$ cat src/rtl/fir_pkg.sv
// rtl/fir_pkg.sv - shared types and helpers for the time-multiplexed FIR MAC engine
package fir_pkg;

  typedef enum logic [1:0] {
    IDLE  = 2'd0,
    MAC   = 2'd1,
    DRAIN = 2'd2,
    DONE  = 2'd3
  } fir_state_e;

  // Worst-case sum of NTAPS signed x zero-extended products needs log2(NTAPS) guard bits.
  function automatic int fir_acc_width(int cw, int dw, int ntaps);
    return cw + dw + 1 + $clog2(ntaps);
  endfunction

  // Keeps DW bits just below the raw word's MSB: raw[in_w-2 -: dw].
  function automatic logic [63:0] fir_slice_sample(logic [63:0] raw, int in_w, int dw);
    logic [63:0] mask;
    mask = (64'd1 << dw) - 64'd1;
    return (raw >> (in_w - 1 - dw)) & mask;
  endfunction

endpackage

$ cat src/rtl/fir_mac_datapath.sv
// rtl/fir_mac_datapath.sv - registered signed x unsigned multiplier feeding an AW-bit accumulator
module fir_mac_datapath
  import fir_pkg::*;
#(
  parameter int CW = 16,
  parameter int DW = 16,
  parameter int AW = fir_acc_width(16, 16, 4)
) (
  input  logic                 clk,
  input  logic                 reset_n,
  input  logic                 prod_clr_i,
  input  logic                 mul_en_i,
  input  logic                 acc_en_i,
  input  logic                 acc_clr_i,
  input  logic signed [CW-1:0] coef_i,
  input  logic        [DW-1:0] sample_i,
  output logic signed [AW-1:0] acc_o
);

  localparam int PW = CW + DW + 1;

  logic signed [PW-1:0] prod_q, prod_d;
  logic signed [AW-1:0] acc_q, acc_d;

  always_comb begin
    prod_d = prod_q;
    if (prod_clr_i) begin
      prod_d = '0;
    end else if (mul_en_i) begin
      prod_d = PW'(coef_i) * PW'($signed({1'b0, sample_i}));
    end
  end

  // The accumulator always consumes the product registered one cycle earlier.
  always_comb begin
    acc_d = acc_q;
    if (acc_clr_i) begin
      acc_d = '0;
    end else if (acc_en_i) begin
      acc_d = acc_q + AW'(prod_q);
    end
  end

  always_ff @(posedge clk) begin
    if (!reset_n) begin
      prod_q <= '0;
      acc_q  <= '0;
    end else begin
      prod_q <= prod_d;
      acc_q  <= acc_d;
    end
  end

  assign acc_o = acc_q;

endmodule

$ cat src/rtl/fir_mac_engine.sv
// rtl/fir_mac_engine.sv - NTAPS-tap FIR core sharing one multiplier across taps
module fir_mac_engine
  import fir_pkg::*;
#(
  parameter int  NTAPS = 4,
  parameter int  IN_W  = 25,
  parameter int  DW    = 16,
  parameter int  CW    = 16,
  parameter int  AW    = fir_acc_width(CW, DW, NTAPS),
  localparam int IW    = $clog2(NTAPS)
) (
  input  logic                 clk,
  input  logic                 reset_n,
  input  logic                 sample_valid_i,
  input  logic [IN_W-1:0]      sample_i,
  output logic                 sample_ready_o,
  input  logic                 coef_we_i,
  input  logic [IW-1:0]        coef_idx_i,
  input  logic signed [CW-1:0] coef_data_i,
  output logic signed [AW-1:0] y_o,
  output logic                 y_valid_o,
  output logic                 busy_o,
  output logic                 overrun_o
);

  fir_state_e           state_q;
  logic [IW-1:0]        k_q;
  logic [DW-1:0]        win_q  [NTAPS];
  logic signed [CW-1:0] coef_q [NTAPS];
  logic signed [AW-1:0] y_q;
  logic                 y_valid_q;
  logic                 overrun_q;

  logic [DW-1:0]        sample_d;
  logic                 accept_d;
  logic                 coef_wr_d;
  logic signed [AW-1:0] acc_d;

  assign sample_d  = DW'(fir_slice_sample(64'(sample_i), IN_W, DW));
  assign accept_d  = (state_q == IDLE) && sample_valid_i;
  assign coef_wr_d = (state_q == IDLE) && coef_we_i && (32'(coef_idx_i) < NTAPS);

  always_ff @(posedge clk) begin
    if (!reset_n) begin
      state_q   <= IDLE;
      k_q       <= '0;
      y_q       <= '0;
      y_valid_q <= 1'b0;
      overrun_q <= 1'b0;
      for (int i = 0; i < NTAPS; i++) begin
        win_q[i]  <= '0;
        coef_q[i] <= '0;
      end
    end else begin
      y_valid_q <= 1'b0;
      if (sample_valid_i && (state_q != IDLE)) begin
        overrun_q <= 1'b1;
      end
      if (coef_wr_d) begin
        coef_q[coef_idx_i] <= coef_data_i;
      end
      case (state_q)
        IDLE: begin
          if (sample_valid_i) begin
            win_q[0] <= sample_d;
            for (int i = 1; i < NTAPS; i++) begin
              win_q[i] <= win_q[i-1];
            end
            k_q     <= '0;
            state_q <= MAC;
          end
        end
        MAC: begin
          k_q <= k_q + IW'(1);
          if (k_q == IW'(NTAPS - 1)) begin
            state_q <= DRAIN;
          end
        end
        DRAIN: state_q <= DONE;
        DONE: begin
          y_q       <= acc_d;
          y_valid_q <= 1'b1;
          state_q   <= IDLE;
        end
        default: state_q <= IDLE;
      endcase
    end
  end

  // Product register is cleared on accept so the first MAC cycle accumulates zero.
  fir_mac_datapath #(
    .CW(CW),
    .DW(DW),
    .AW(AW)
  ) u_datapath (
    .clk       (clk),
    .reset_n   (reset_n),
    .prod_clr_i(accept_d),
    .mul_en_i  (state_q == MAC),
    .acc_en_i  ((state_q == MAC) || (state_q == DRAIN)),
    .acc_clr_i (accept_d || (state_q == DONE)),
    .coef_i    (coef_q[k_q]),
    .sample_i  (win_q[k_q]),
    .acc_o     (acc_d)
  );

  assign y_o            = y_q;
  assign y_valid_o      = y_valid_q;
  assign overrun_o      = overrun_q;
  assign sample_ready_o = (state_q == IDLE);
  assign busy_o         = (state_q != IDLE);

endmodule
$ cat config.mk
export PLATFORM = sky130hd
export DESIGN_NAME = fir_mac_engine
export DESIGN_NICKNAME = d
export VERILOG_FILES = /design/src/rtl/fir_pkg.sv /design/src/rtl/fir_mac_datapath.sv /design/src/rtl/fir_mac_engine.sv
export SDC_FILE = /design/constraint.sdc
export NUM_CORES = 1
export LEC_CHECK = 0
export ABC_AREA = 1
export CAP_MARGIN = 20
export CORE_ASPECT_RATIO = 0.9
export CORE_UTILIZATION = 45
export CTS_BUF_LIST = sky130_fd_sc_hd__clkbuf_8 sky130_fd_sc_hd__clkbuf_16
export CTS_CLUSTER_DIAMETER = 120
export CTS_CLUSTER_SIZE = 14
export DETAILED_ROUTE_END_ITERATION = 7
export PLACE_DENSITY = 0.66
export SLEW_MARGIN = 20
export SYNTH_ARGS = -nofsm -noshare
export SYNTH_HDL_FRONTEND = slang
export SYNTH_SLANG_ARGS = --single-unit
$ cat constraint.sdc
create_clock -name clk -period 7.8 [get_ports clk]
set_input_delay 1.17 -clock clk [delete_from_list [all_inputs] [get_ports clk]]
set_output_delay 1.17 -clock clk [all_outputs]
set_load 0.02 [all_outputs]
# ---- After elaboration in Yosys (flattened, before gate mapping)
# Memories as Yosys holds them, arrays and structs flattened. A register that Yosys moved wholly into a read port is not among the register bits.
# Cells that the tools add are included.
dict set report word_totals {
  regBits 109
  ram_bits 128
  in_bits 47
  out_inout_bits 39
  wordCells 61
  n_memories 2
}
# memory depth word_bits rd rd_clocked_by_memory_dff wr line
set mem_list {}
lappend mem_list {coef_q 4 16 1 1 4 fir_mac_engine.sv:29} ;# logic signed [CW-1:0] coef_q [NTAPS];
lappend mem_list {win_q 4 16 4 1 4 fir_mac_engine.sv:28} ;# logic [DW-1:0] win_q [NTAPS];
dict set report op_classes {
  addsub 2
  mul 1
  eq_ne 6
  muxes 25
  bitwise 5
  reduce_logical 13
}
# operator count
set op_table {}
lappend op_table {{$mux W16} 5}
lappend op_table {{$add A35 B33 Y35} 1}
lappend op_table {{$mul A16 B17 Y33} 1}
lappend op_table {{$mux W2} 8}
lappend op_table {{$reduce_or A16 Y1} 1}
lappend op_table {{$mux W1} 10}
lappend op_table {{$pmux W2 S4} 1}
lappend op_table {{$eq A2 B2 Y1 const B} 3}
lappend op_table {{$ne A2 B2 Y1 const B} 2}
lappend op_table {{$or A1 B1 Y1} 4}
lappend op_table {{$pmux W2 S2} 1}
lappend op_table {{$reduce_and A2 Y1} 2}
lappend op_table {{$reduce_bool A2 Y1} 2}
lappend op_table {{$reduce_or A2 Y1} 2}
lappend op_table {{$logic_and A1 B1 Y1} 3}
lappend op_table {{$add A2 B1 Y2 const B} 1}
lappend op_table {{$eq A2 B1 Y1 const B} 1}
lappend op_table {{$logic_not A2 Y1} 1}
lappend op_table {{$logic_or A1 B1 Y1} 2}
lappend op_table {{$not A1 Y1} 1}

# ---- Longest topological paths before layout
dict set report logic_depth {
  word_depth 7
  ltp_mapped 35
  depth_no_buf 33
}

# ---- By module
# Synthesis repeated with hierarchy kept, for this count alone.
dict set report hier_totals {
  cells_unflattened 2925
  hier_area_um2 21694.6
}
# mod instances cells_per_inst area_each_um2 seq_area_each_um2
set modules_own_cells {}
lappend modules_own_cells {fir_mac_datapath 1 2135 14321.2 1361.3}
lappend modules_own_cells {fir_mac_engine 1 790 7373.3 4704.5}

# ---- Worst setup path before layout
# OpenSTA, ideal clock, no wires.
dict set report synth_path {
  path_type {register -> register}
  start {reg (tool-made name)}
  end {reg u_datapath.prod_q[32]}
  setup_ns 0.112
  arrival_ns 5.575
  t_required_ns 7.688
  slack_ns 2.113
  path_stages_with_launch 33
  path_buffers 4
  period_less_slack_ns 5.687
  path_cell_list {dfxtp_1 buf_6 clkinv_2 buf_6 buf_4 nand2_1 a32oi_1 buf_2 nand2_1 fa_1 fa_1 fa_1 fa_1 inv_1 fa_1 inv_1 fa_1 inv_1 ha_1 nand2_1 inv_1 nand2_1 nand2_1 inv_1 nor2_1 nor2_1 nand2_2 nand2_1 nand2_1 nand2_1 nand3_1 nand2_1 inv_1}
}
# item line
set synth_rtl {}
lappend synth_rtl {{to (signal assigned)} fir_mac_datapath.sv:49} ;# prod_q <= prod_d;
lappend synth_rtl {{to (decl)} fir_mac_datapath.sv:22} ;# logic signed [PW-1:0] prod_q, prod_d;

==> metrics.txt <==
distinct cell type count after synthesis 41; Critical Path Start Type register; met3 usage under 10%; Highest Clock Rate about 150 MHz; measured slew at the worst slew-check pin approximately 970 ps; final wirelength 55100 um; most common cell after layout, fill and taps aside inv_1; crit path max fanout 24; Pins Over Slew Limit 0; Rel. slew slack between 30% and 40%; post-DR vias/cell 5.05; Hold Buf Count CTS 0; Sink Count between 200 and 250; top cells by area, synth fa_1 (18%), edfxtp_1 (18%), inv_1 (10%); post-route minimum period approximately 6900 ps; Register Area 0.00607 mm^2; #FFs+latches synth 239; Area Overhead vs Synth 9.08%; fin crit share roughly nine tenths; Ports 86; Multi-input gate area about 0.013 mm^2; Initial DRC Count roughly 1.4k; DRC 0; met2 Track Usage GR a little over a third; Resized cells post-CTS 0; # diodes 0; CTS tree built; layout cell share with drive strength beyond 1 around 5.2%; Total Neg Setup Slack 0 ps; Syn. warnings 0; H-tree depth 1; NumNets Final about 3.2k; Initial Util a little under half; GR Util met1 around 34%; Die X 233 um; r2r worst-path depth 25; Crit-path slowest cell a32oi_2; slowest stage delay, CP roughly 740 ps; core area about 0.047 mm^2; Post-synth EDFFs 128; CTS Root Cell clkbuf_16; CTS Buffer Depth 3; Worst Skew ~19 ps; netlist area before placement ~0.022 mm^2; Worst-Skew Late Latency between 500 and 600 ps; RSZ-0062 raised after global routing no; Buffers & Inverters on Critical Path 6; Post-synth top flop edfxtp_1; port bufs between 70 and 80; dominant cell type by area after synthesis fa_1; syn nets about 3.2k; Hold Path Depth 2; number of buffers added for setup after CTS 0; worst min path class register to register; CP Data Arrival Time approximately 7300 ps; wire length of the first global-routing pass 89100 um; status finished, final reports clean; top cell type's share of synthesized area 18.1%; final setup fails 0; Crit. End Element register; vias in the first global route 17.0k; drt pass-1 iters 5; detailed placement HPWL about 44000 um; Worst path top cell family by delay adder cells; cells after synthesis around 2.8k; Levels on crit path 25; worst setup path category register to register; Seq/Total Area, Yosys between 20% and 30%; row cnt 75; antenna violations before repair 0; final hold viol count 0; Routed Antenna Nets 0; clock slew seen by the registers of the worst setup and hold paths 70 ps; Crit path required time around 8200 ps; die area slightly below 0.05 mm^2; Synth async-reset ratio 0%; Max Cap Viol 0; total of fill cells in the finished design roughly 4.6k; Die Height about 210 um; total track usage between 20% and 30%; commonest non-fill, non-tap cells in the layout inv_1 (607), nand2_1 (552), nor2_1 (414), fa_1 (195), a21oi_1 (174); total grt overflow 0; GR peak layer met2; Post-Syn Area per Cell 7.78 um^2; GPL Wtd Cong roughly 0.97; WL/cell around 16 um; total CTS buffers 21; Via Count ~17k; largest net degree at the start of global routing 96
==> worst paths after layout <==
| check | slack (ps) | from | end |
|---|---|---|---|
| setup reg to reg | 910 | register | u_datapath.prod_q[30] |
| hold reg to reg | 470 | u_datapath.prod_q[4] | u_datapath.prod_q[4] |
| setup / recovery | 910 | register | u_datapath.prod_q[30] |
| hold / removal | 470 | u_datapath.prod_q[4] | u_datapath.prod_q[4] |
==> state kept, by name, indices dropped and copies added (netlist names), named ones only <==
register	count
coef_q	64
k_q	2
overrun_o	1
state_q	2
u_datapath.acc_o	35
u_datapath.prod_q	33
win_q	64
y_o	35
y_valid_o	1
==> cell usage after synthesis (17+ instances only) <==
library cell	count
ha_1	161
nand3_1	71
o21ai_0	94
buf_2	30
fa_1	195
o21ai_1	18
clkbuf_1	32
a21oi_1	174
nand2_1	553
edfxtp_1	128
xor2_1	28
inv_1	599
dfxtp_1	111
nor2_1	414
inv_2	27
a32oi_2	17
==> logic make-up after synthesis <==
logic type      share of synthesized area, %
compound gates                          9.70
xor+xnor                                1.34
fa+ha+maj                               27.4
buf+inv                                 13.0
flops                                   28.1
simple gates                            20.3
==> area by class of cell <==
class | count | area share [%]
multi-input combinational | 1821 | 54.0
sequential | 239 | 25.8
inverter | 628 | 10.0
timing repair buffer | 108 | 4.43
tap | 616 | 3.28
clock buffer | 21 | 2.23
clock inverter | 11 | 0.250
==> layer usage <==
layer | vias to the layer above | share of wire [%]
li1 | 8564 | -
met1 | 8281 | 47
met2 | 478 | 44
met3 | 70 | 6.3
met4 | 0 | 2.2
met5 | - | 0
==> metrics by stage <==
stage	area [um^2]	setup slack (ps)	hold slack (ps)	instances	utilization, %
final	23500	913	474	3444	50.1
after global routing	23500	508	508	3444	50.1
after CTS	23500	899	478	3444	50.1
after detailed placement	22900	916	463	3412	48.9
after global placement	22900	972	461	3412	48.9
after floorplan	21600	2110	445	2772	-
==> worst register-to-register path: stages (launching register included) <==
cell and delay, ps:
dfxtp_1 310, inv_2 460, buf_4 280, a21oi_1 60, a32oi_2 740, nand2_1 200
fa_1 550, inv_1 60, fa_1 500, fa_1 580, fa_1 430, fa_1 490
inv_1 50, fa_1 520, inv_1 50, ha_1 350, a21oi_1 230, o21ai_0 200
nand2_1 110, nand2_1 110, a21oi_1 220, nand2_1 70, nand2_1 60, nand3_1 60
nand2_1 90, inv_1 40
Power is left out: the tool's default activity adds up to more than one toggle a clock period on the data nets, which glitch-free logic cannot reach.
